===== src/rtl/ms2xs_coef_pack.sv =====
// rtl/ms2xs_coef_pack.sv - packs W-bit coefficient beats LSB-first into dense D_WIDTH-bit words
//
// Optional feature macro: MS2XS_PACK_HDR_EN (emits one header word per frame).
//
// Ports:
//   clk        single clock, rising edge
//   reset      asynchronous, active-low; clears all state
//   s_tdata    [W-1:0] coefficient, [W+1:W] selection tag, upper bits ignored
//   s_tvalid   input beat valid
//   s_tlast    last coefficient of the frame
//   s_tready   input ready
//   m_tdata    packed output word
//   m_tvalid   output word valid
//   m_tlast    final word of the frame
//   m_tready   downstream ready
//   pack_done  one-cycle pulse after the final word handshakes
//   len_err    sticky; the last frame did not hold exactly N coefficients
module ms2xs_coef_pack #(
  parameter int D_WIDTH = 32,
  parameter int N       = 11,
  parameter int q       = 2048
) (
  input  logic               clk,
  input  logic               reset,
  input  logic [D_WIDTH-1:0] s_tdata,
  input  logic               s_tvalid,
  input  logic               s_tlast,
  output logic               s_tready,
  output logic [D_WIDTH-1:0] m_tdata,
  output logic               m_tvalid,
  output logic               m_tlast,
  input  logic               m_tready,
  output logic               pack_done,
  output logic               len_err
);

  localparam int W  = $clog2(q - 1);
  localparam int AW = D_WIDTH + W;
  localparam int LW = $clog2(AW);
  localparam int CW = (N > 1) ? $clog2(N) : 1;

  localparam logic [LW-1:0] D_LVL = LW'(D_WIDTH);
  localparam logic [LW-1:0] W_LVL = LW'(W);
  localparam logic [CW-1:0] CNT_LAST = CW'(N - 1);

  typedef enum logic [1:0] {
    IDLE  = 2'd0,
    RUN   = 2'd1,
    FLUSH = 2'd2
`ifdef MS2XS_PACK_HDR_EN
    , HDR = 2'd3
`endif
  } state_t;

  state_t          state;
  logic [AW-1:0]   acc;    // bits at and above level are always zero
  logic [LW-1:0]   level;
  logic [CW-1:0]   cnt;
  logic [AW-1:0]   ins;

  // Only the tag and coefficient fields are meaningful; the rest of the bus is ignored.
  logic unused_bits;
  assign unused_bits = ^s_tdata;

  // Coefficient placed at the current fill position; level < D_WIDTH on accept so it fits.
  assign ins = {{D_WIDTH{1'b0}}, s_tdata[W-1:0]} << level;

`ifdef MS2XS_PACK_HDR_EN
  // The tag is only consumed by the header word.
  logic [1:0]         sel;
  logic [D_WIDTH-1:0] hdr_word;

  always_comb begin
    hdr_word        = '0;
    hdr_word[1:0]   = sel;
    hdr_word[31:16] = 16'(N);
  end
`endif

  // Handshake signals are decoded from state/level only, so there is no path
  // from s_* to m_* or from m_tready to s_tready. In RUN, s_tready and m_tvalid
  // are mutually exclusive, so accept and drain never happen in the same cycle.
  always_comb begin
    s_tready = 1'b0;
    m_tvalid = 1'b0;
    m_tlast  = 1'b0;
    m_tdata  = acc[D_WIDTH-1:0];
    case (state)
      RUN: begin
        s_tready = (level < D_LVL);
        m_tvalid = (level >= D_LVL);
      end
      FLUSH: begin
        m_tvalid = 1'b1;
        m_tlast  = (level <= D_LVL);
      end
`ifdef MS2XS_PACK_HDR_EN
      HDR: begin
        m_tvalid = 1'b1;
        m_tdata  = hdr_word;
      end
`endif
      default: ;
    endcase
  end

  always_ff @(posedge clk or negedge reset) begin
    if (!reset) begin
      state     <= IDLE;
      acc       <= '0;
      level     <= '0;
      cnt       <= '0;
      pack_done <= 1'b0;
      len_err   <= 1'b0;
`ifdef MS2XS_PACK_HDR_EN
      sel       <= '0;
`endif
    end else begin
      pack_done <= 1'b0;
      case (state)
        IDLE: begin
          // Peek at the first beat for its tag without consuming it.
          if (s_tvalid) begin
`ifdef MS2XS_PACK_HDR_EN
            sel   <= s_tdata[W+1:W];
            state <= HDR;
`else
            state <= RUN;
`endif
          end
        end
`ifdef MS2XS_PACK_HDR_EN
        HDR: begin
          if (m_tready) state <= RUN;
        end
`endif
        RUN: begin
          if (s_tvalid && s_tready) begin
            acc   <= acc | ins;
            level <= level + W_LVL;
            if (cnt != '1) cnt <= cnt + CW'(1);
            if (s_tlast) begin
              len_err <= (cnt != CNT_LAST);
              state   <= FLUSH;
            end
          end else if (m_tvalid && m_tready) begin
            acc   <= acc >> D_WIDTH;
            level <= level - D_LVL;
          end
        end
        FLUSH: begin
          if (m_tready) begin
            if (m_tlast) begin
              acc       <= '0;
              level     <= '0;
              cnt       <= '0;
              pack_done <= 1'b1;
              state     <= IDLE;
            end else begin
              acc   <= acc >> D_WIDTH;
              level <= level - D_LVL;
            end
          end
        end
        default: state <= IDLE;
      endcase
    end
  end

endmodule


===== config.mk =====
export PLATFORM = sky130hd
export DESIGN_NAME = ms2xs_coef_pack
export DESIGN_NICKNAME = d
export VERILOG_FILES = /design/src/rtl/ms2xs_coef_pack.sv
export SDC_FILE = /design/constraint.sdc
export NUM_CORES = 1
export LEC_CHECK = 0
export ABC_AREA = 1
export BUFFER_PORTS_ARGS = -buffer_cell sky130_fd_sc_hd__clkbuf_2
export CAP_MARGIN = 20
export CELL_PAD_IN_SITES_DETAIL_PLACEMENT = 0
export CELL_PAD_IN_SITES_GLOBAL_PLACEMENT = 1
export CORE_UTILIZATION = 35
export CTS_CLUSTER_DIAMETER = 80
export CTS_CLUSTER_SIZE = 25
export DETAILED_ROUTE_END_ITERATION = 10
export PLACE_DENSITY = 0.83
export SYNTH_ARGS = -nofsm -noshare
export SYNTH_HDL_FRONTEND = slang
export SYNTH_SLANG_ARGS = --single-unit

===== constraint.sdc =====
create_clock -name clk -period 2.2 [get_ports clk]
set_input_delay 0.44 -clock clk [delete_from_list [all_inputs] [get_ports clk]]
set_output_delay 0.44 -clock clk [all_outputs]
set_load 0.005 [all_outputs]

==> impl_metrics.toml, run 1 <==
[route]
top_layer_used = "met4"
antenna_left = 0
viasPerCell = 5.051
drc = 0
routed-wl-met3_um = 533
wl_met2_um = 4643
finalWirelength_um = 9881
drtPass1Iterations = 5
wl_met1_um = 4613
num_vias = 3561
wl_per_cell_um = 14.02
drt_iter0_drc = 238

[final_layout]
drive_above_1_share_pct = 19.16
final_common_cell = "nand2_1"
final_cells = 705
final_cell_mix = "nand2_1, nand3_1, dfrtp_1, clkbuf_2, inv_1"
fill_cells = 1149
nets = 609
diodes = 0
area_growth_syn_to_layout_pct = 10.57

[placement]
dpl.cell_count = 689
place_ws_ns = 0.1893
io_buffers = 52
gp_congestion = 0.8760
dp_hpwl_um = 7519

[clocking]
cts.clk_slew.worst_paths_ns = 0.07
cts_max_level = 3
cts.sinks = 57
postCtsSetupRepairBufs = 0
root_buffer = "clkbuf_8"
clock_latency_ns = 0.34
cts_buffer_depth = 2
cts_tree = "done"
cts_inserted_buffers = 9

[global_routing]
antenna_found_initial = 0
grt_max_degree = 58
grt_use_total_pct = 18.80
overflow = 0
grt_pass1_vias = 3525
grt_pass1_wl_um = 16860

[timing]
rsz0062_at_grt = "false"
fin_tns_setup_ns = 0
finalHoldViolations = 0
fin_crit_sh_pct = 92.93
fin_crit_ns = 2.044
worst_slack_ns = 0.1556
relSlewSlack_pct = 70.71
whs_ns = 0.08497
fmax_mhz = 489.1
skew_ns = 0.01236
tightestPinTransition_ns = 0.4360
drv_slew = 0
setup_viol = 0

[pwr]
total_power_mw = 5.979
ir_drop_v = 0.0006045
power.density_nw_per_um2 = 1401
leakagePower_nw = 2.147

[synth]
synthMuxAreaShare_pct = 0.2917
synth_cell_types = 32
syn_area_um2 = 3860
synth-simple-area-share_pct = 31.80
syn_avg_cell_area_um2 = 7.109
ys_seq_area_share_pct = 36.95
syn_inst = 543
synthAdderAreaFrac_pct = 2.593
synth_edf_count = 0
synthFlopType = "dfrtp_1"
async_flop_share_pct = 100.0
ys.warnings.count = 0
synth_top_family_by_area = "simple AND/OR/NAND/NOR gates"
synth-xor-area-share_pct = 0.4538
synth-seq-cells = 57
synth_fp_nets = 588
synth_compound_area_share_pct = 11.93

[job]
timing.max_cap.violations = 0

[worst_setup_path]
critical_path_required_ns = 1.76
arrival_ns = 1.60
crit_fanout = 8
cpLargestDelayFamily = "flip-flops"
max_stage_delay_ns = 0.41
cp-end-kind = "primary output"
worst_setup_path_start_kind = "flip-flop"
crit_slowest_cell = "dfrtp_1"
cp_num_buf_inv = 4
path_cells = "inv_2 -> ha_2 -> inv_2 -> nand2_4 -> inv_1 -> nor2_1 -> clkbuf_2"
critical_path_class = "reg2out"
critical_path.most_common_cell = "inv_2"

[min_path]
worstHoldPathType = "in2async"

[die]
start_util_pct = 36.73
row_count = 37
coreArea_um2 = 10510
io_pins = 74
die_h_um = 107.0
die_w_um = 107.0
die-area_um2 = 11450

[outcome]
status = "finished, final reports clean"
[registers in the layout, indices dropped and copies added, names as in the netlist]
signal and cells:
acc 43, state 2, level 6, pack_done 1, len_err 1, cnt 4
[repair_timing]
item | 4_1_cts | 5_1_grt
setup endpoints to repair | 0 | 6
resized for setup | 0 | 2
hold buffers | 0 | 0
[per-stage QoR]
stage / util (%) / area [um^2]
6_report: 40.61 / 4268
3_3_place_gp: 38.49 / 4045
4_1_cts: 40.59 / 4265
5_1_grt: 40.61 / 4268
2_1_floorplan: - / 3860
3_5_place_dp: 38.49 / 4045
[final timing paths]
check / startpoint / end / slack (ns) / cells past startpoint
max: state[0]$_DFFE_PN0P_ / m_tvalid / 0.16 / 7
min: reset / acc[13]$_DFFE_PN0P_ / 0.08 / 2
max reg2reg: state[0]$_DFFE_PN0P_ / acc[0]$_DFFE_PN0P_ / 0.29 / 10
min reg2reg: acc[8]$_DFFE_PN0P_ / acc[8]$_DFFE_PN0P_ / 0.48 / 2
max in group asynchronous: reset / state[0]$_DFFE_PN0P_ / 1.82 / 2
min in group clk: m_tready / pack_done$_DFF_PN0_ / 0.38 / 3
[where the power goes]
part / total [mW] / switching (mW) / leakage [nW] / internal [mW]
clock: 1.08 / 0.417 / 0.113 / 0.667
combinational: 3.37 / 2.29 / 1.26 / 1.08
sequential: 1.53 / 0.178 / 0.772 / 1.35
total: 5.98 / 2.89 / 2.15 / 3.09
[synthesized netlist by cell type, types with 2 or more instances]
library cell | n | area, um^2
nand2_4 | 3 | 33.78
buf_6 | 3 | 33.78
inv_1 | 51 | 191.4
nand2_1 | 143 | 536.8
nor2_4 | 2 | 22.52
or2_2 | 3 | 18.77
nor3_1 | 4 | 20.02
o21ai_1 | 6 | 30.03
buf_1 | 3 | 11.26
buf_4 | 36 | 270.3
buf_2 | 9 | 45.04
nor2_1 | 23 | 86.33
o22ai_1 | 5 | 31.28
o21ai_0 | 21 | 105.1
nand3_1 | 70 | 350.3
o211ai_1 | 4 | 30.03
a21oi_1 | 46 | 230.2
o21ai_2 | 2 | 17.52
inv_4 | 2 | 12.51
inv_2 | 8 | 30.03
ha_1 | 8 | 100.1
clkbuf_1 | 6 | 22.52
dfrtp_1 | 57 | 1426
xor2_1 | 2 | 17.52
nand4_1 | 19 | 118.9
[routing by layer]
metal  vias to the layer above  global-route usage [%]
li1                       1788                       -
met1                      1678                   24.83
met2                        85                   31.06
met3                        10                   4.438
met4                         0                   4.305
met5                         -                       0
[cells by family (layout without fill, tap and decap cells)]
family,Yosys count,count (layout)
compound gates,86,86
buf+inv,118,144
xor+xnor,2,2
fa+ha+maj,8,8
simple gates,271,271
mux,1,1
flops,57,57
[area by class of cell]
cell class,instances,area [um^2],area share (%)
well taps,136,170.2,3.987
clock inverters,5,78.83,1.847
inverters,61,234.0,5.482
multi-input cells,368,1819,42.63
flip-flops and latches,57,1426,33.42
clock buffers,11,141.4,3.313
repair buffers,67,397.9,9.323
Power figures use the tool's default switching activity.
==> inputs of run 2 (changes only) <==
--- a/config.mk
+++ b/config.mk
@@ -10,11 +10,12 @@
 export CAP_MARGIN = 20
 export CELL_PAD_IN_SITES_DETAIL_PLACEMENT = 0
 export CELL_PAD_IN_SITES_GLOBAL_PLACEMENT = 1
-export CORE_UTILIZATION = 35
+export CORE_UTILIZATION = 40
 export CTS_CLUSTER_DIAMETER = 80
 export CTS_CLUSTER_SIZE = 25
 export DETAILED_ROUTE_END_ITERATION = 10
-export PLACE_DENSITY = 0.83
+export PLACE_DENSITY = 0.92
+export SETUP_SLACK_MARGIN = 0.2
 export SYNTH_ARGS = -nofsm -noshare
 export SYNTH_HDL_FRONTEND = slang
 export SYNTH_SLANG_ARGS = --single-unit
==> impl_metrics.toml, run 2 (synthesis gave the netlist of run 1 again) <==
[worst_setup_path]
critical_path_class = "reg2out"
arrival_ns = 1.50
crit_fanout = 3
critical_path_required_ns = 1.76
cp-end-kind = "primary output"
worst_setup_path_start_kind = "flip-flop"

[timing]
fin_crit_sh_pct = 88.27
fmax_mhz = 515.0
tightestPinTransition_ns = 0.4994
fin_crit_ns = 1.942
finalHoldViolations = 0
rsz0062_at_grt = "true"
relSlewSlack_pct = 66.71
setup_viol = 0
fin_tns_setup_ns = 0
drv_slew = 0
skew_ns = 0.006203

[clocking]
clock_latency_ns = 0.34
cts.sinks = 57
cts_buffer_depth = 2
root_buffer = "clkbuf_8"
cts_max_level = 3
cts.clk_slew.worst_paths_ns = 0.07
cts_tree = "done"
cts_inserted_buffers = 9

[final_layout]
largest_reg_flops = 43
drive_above_1_share_pct = 20.76
reg_top3 = "acc (43), level (6), cnt (4)"
diodes = 0
regMostFlops = "acc"
nets = 618
final_cell_mix = "nand2_1, nand3_1, dfrtp_1, clkbuf_2, inv_1"
fill_cells = 962
final_common_cell = "nand2_1"
area_growth_syn_to_layout_pct = 12.87

[min_path]
worstHoldPathType = "in2async"

[route]
drtPass1Iterations = 5
drc = 0
wl_per_cell_um = 13.80
viasPerCell = 5.048
drt_iter0_drc = 277
finalWirelength_um = 9759
num_vias = 3569
antenna_left = 0

[pwr]
ir_drop_v = 0.0007984
leakagePower_nw = 2.181
power.density_nw_per_um2 = 1425
total_power_mw = 6.207

[global_routing]
grt_max_degree = 40
overflow = 0
antenna_found_initial = 0
met2_usage_pct = 32.98
met1_usage_pct = 28.43
met3_usage_pct = 5.014
grt_pass1_wl_um = 16390
grt_use_total_pct = 20.90
busiest_layer = "met2"
grt_pass1_vias = 3428

[job]
timing.max_cap.violations = 0

[die]
start_util_pct = 41.58
die-area_um2 = 10050
row_count = 35
die_w_um = 100.2
die_h_um = 100.2
io_pins = 74
coreArea_um2 = 9284

[outcome]
status = "finished, final reports clean"

[placement]
dp_hpwl_um = 7277
io_buffers = 52
gp_congestion = 0.9328
## run 2: cell types whose count changed in the layout (fill, tap and decap cells not counted)
cell,delta
buf_6,+1
inv_4,+1
ha_1,-2
buf_4,+9
clkinvlp_4,+1
clkinv_2,-2
clkbuf_1,+1
ha_4,+3
ha_2,-1
inv_1,-1
buf_12,-1
## run 2: metrics by stage
stage	instance area (um^2)	std cells	hold slack, ns	utilization (%)	setup slack (ns)
final	4357	707	0.04807	46.93	0.2582
after floorplan	3860	543	0.1444	-	0.4764
after global placement	4031	683	0.4113	43.42	0.1885
after global routing	4357	707	0.08317	46.93	0.1844
after detailed placement	4031	683	0.4286	43.42	0.1198
after CTS	4275	700	0.05462	46.05	0.1897
## run 2: final cells by class
| cell class | instances | area, um^2 | area share, % |
|---|---|---|---|
| Clock buffer | 12 | 145.1 | 3.331 |
| Clock inverter | 4 | 76.32 | 1.752 |
| Inverter | 61 | 236.5 | 5.428 |
| Multi-Input combinational cell | 368 | 1854 | 42.56 |
| Sequential cell | 57 | 1426 | 32.74 |
| Tap cell | 129 | 161.4 | 3.705 |
| Timing Repair Buffer | 76 | 456.7 | 10.48 |
## run 2: what timing repair did
| item | in CTS | in global routing |
|---|---|---|
| hold buffers | 0 | 0 |
| endpoints found under the setup margin | 34 | 36 |
| pin swaps | 0 | 4 |
| setup buffers | 1 | 7 |
| resized for setup | 5 | 5 |
## run 2: routing by layer
metal  share of wire (%)  wire (um)
met1                  48       4648
met2                  46       4495
met3                 4.9        475
met4                 1.4        140
met5                   0          0
## run 2: worst paths after layout
kind | slack, ns | cells after the start | from | end
setup / recovery | 0.26 | 6 | state[0]$_DFFE_PN0P_ | m_tvalid
hold / removal | 0.05 | 1 | reset | acc[13]$_DFFE_PN0P_
setup reg to reg | 0.36 | 9 | state[0]$_DFFE_PN0P_ | acc[19]$_DFFE_PN0P_
hold reg to reg | 0.48 | 2 | acc[6]$_DFFE_PN0P_ | acc[6]$_DFFE_PN0P_
max in group asynchronous | 1.57 | 2 | reset | level[0]$_DFFE_PN0P_
min in group clk | 0.37 | 3 | m_tready | pack_done$_DFF_PN0_
## run 2: critical path, cell delays in order (launching register included)
cell	delay [ns]
dfrtp_1	0.38
inv_2	0.07
buf_4	0.15
ha_4	0.28
nand2_1	0.05
nor2_1	0.10
clkbuf_2	0.12
## run 2: where the power goes
group / switching, mW / internal (mW) / total [mW]
Clock: 0.449 / 0.672 / 1.12
Sequential: 0.186 / 1.35 / 1.53
Combinational: 2.35 / 1.20 / 3.55
==> inputs of run 3 (changes only) <==
--- a/config.mk
+++ b/config.mk
@@ -14,7 +14,7 @@
 export CTS_CLUSTER_DIAMETER = 80
 export CTS_CLUSTER_SIZE = 25
 export DETAILED_ROUTE_END_ITERATION = 10
-export PLACE_DENSITY = 0.92
+export PLACE_DENSITY = 0.88
 export SETUP_SLACK_MARGIN = 0.2
 export SYNTH_ARGS = -nofsm -noshare
 export SYNTH_HDL_FRONTEND = slang
==> impl_metrics.toml, run 3 (synthesis gave the netlist of run 1 again) <==
[outcome]
status = "finished, final reports clean"

[clocking]
cts.sinks = 57
cts_inserted_buffers = 9
cts_buffer_depth = 2
clock_latency_ns = 0.34
cts.clk_slew.worst_paths_ns = 0.07
root_buffer = "clkbuf_8"
cts_max_level = 3
cts_tree = "done"

[final_layout]
regMostFlops = "acc"
final_common_cell = "nand2_1"
drive_above_1_share_pct = 20.97
regArea_um2 = 1426
reg_top3 = "acc (43), level (6), cnt (4)"
nets = 619
final_cell_mix = "nand2_1, nand3_1, dfrtp_1, clkbuf_2, inv_1"
final_util_pct = 46.48
multi_input_area_um2 = 1844
diodes = 0
area_growth_syn_to_layout_pct = 11.80
largest_reg_flops = 43
fill_cells = 1008

[route]
drt_iter0_drc = 194
drc = 0
viasPerCell = 5.051
drtPass1Iterations = 4
num_vias = 3566
finalWirelength_um = 9914
antenna_left = 0
wl_per_cell_um = 14.04

[timing]
skew_ns = 0.009825
relSlewSlack_pct = 74.06
setup_viol = 0
fmax_mhz = 510.5
fin_crit_ns = 1.959
fin_crit_sh_pct = 89.04
drv_slew = 0
tightestPinTransition_ns = 0.3851
finalHoldViolations = 0
rsz0062_at_grt = "true"
fin_tns_setup_ns = 0

[job]
timing.max_cap.violations = 0

[worst_setup_path]
r2r_end = "acc[11]$_DFFE_PN0P_"
critical_path_class = "reg2out"
arrival_ns = 1.52
reg2reg_from = "state[0]$_DFFE_PN0P_"
cp-startpoint = "state[0]$_DFFE_PN0P_"
cp-end-kind = "primary output"
max_stage_delay_ns = 0.40
r2r_slack_ns = 0.30
path_cells = "inv_2 -> buf_4 -> ha_4 -> nand2_1 -> nor2_1 -> clkbuf_2"
crit_fanout = 4
crit_slowest_cell = "dfrtp_1"
critPathCapture = "m_tvalid"
critical_path_required_ns = 1.76
rr_worst_depth = 11
worst_setup_path_start_kind = "flip-flop"

[global_routing]
grt_max_degree = 51
antenna_found_initial = 0
grt_use_total_pct = 21.56
grt_pass1_vias = 3492
overflow = 0
grt_pass1_wl_um = 16840

[die]
die_h_um = 100.2
io_pins = 74
die_w_um = 100.2
die-area_um2 = 10050
start_util_pct = 41.58
row_count = 35
coreArea_um2 = 9284

[pwr]
ir_drop_v = 0.0007773
leakagePower_nw = 2.165
power.density_nw_per_um2 = 1392

[placement]
gp_congestion = 0.8961
dp_hpwl_um = 7403
io_buffers = 52

[min_path]
hp-start = "m_tready"
worstHoldPathType = "in2reg"
==> run 3: worst min-delay path by stage <==
stage / slack, ns / depth (start not counted) / end
2_1_floorplan: 0.14 / 0 / acc[0]$_DFFE_PN0P_
3_3_place_gp: 0.30 / 1 / acc[13]$_DFFE_PN0P_
3_5_place_dp: 0.32 / 1 / acc[13]$_DFFE_PN0P_
4_1_cts: 0.37 / 3 / pack_done$_DFF_PN0_
5_1_grt: 0.40 / 3 / pack_done$_DFF_PN0_
6_report: 0.37 / 3 / pack_done$_DFF_PN0_
==> run 3: timing repair <==
action / 4_1_cts / 5_1_grt
cloned: 0 / 0
endpoints found under the setup margin: 3 / 45
hold buffers: 1 / 0
resized for setup: 3 / 7
buffers inserted: 3 / 5
hold endpoints to repair: 7 / 0
pin swaps: 1 / 1
==> run 3: power breakdown <==
group / switching (mW) / leakage, nW / internal (mW)
registers: 0.193 / 0.772 / 1.35
clock network: 0.446 / 0.0871 / 0.454
logic: 2.34 / 1.31 / 1.23
total: 2.98 / 2.17 / 3.03
==> run 3: layer usage <==
metal	global-route usage, %	share of wire [%]
met1	29.04	47
met2	35.09	47
met3	3.760	4.5
met4	7.023	1.0
met5	0	0
==> run 3: final cells by class <==
class,count,area share (%)
inverters,61,5.538
repair buffers,77,11.02
well taps,129,3.740
clock inverters,3,0.4059
multi-input cells,368,42.74
clock buffers,11,3.508
flip-flops and latches,57,33.05
==> run 3: critical path: cells and delay by family, from the launching register on <==
kind | cells | cell delay (ns)
and+or+nand+nor | 2 | 0.14
DFF | 1 | 0.40
adders and majority gates | 1 | 0.28
buffers and inverters | 3 | 0.36
==> run 3: per-stage QoR <==
stage / setup WS [ns] / hold slack, ns / std cells / area (um^2) / power, mW
after global routing: 0.1304 / 0.3974 / 706 / 4315 / 6.559
after global placement: 0.2608 / 0.3022 / 683 / 4044 / 4.836
after detailed placement: 0.1932 / 0.3191 / 683 / 4044 / 4.919
after CTS: 0.1966 / 0.3694 / 701 / 4250 / 5.875
final: 0.2411 / 0.3694 / 706 / 4315 / 6.006
after floorplan: 0.4764 / 0.1444 / 543 / 3860 / 4.151
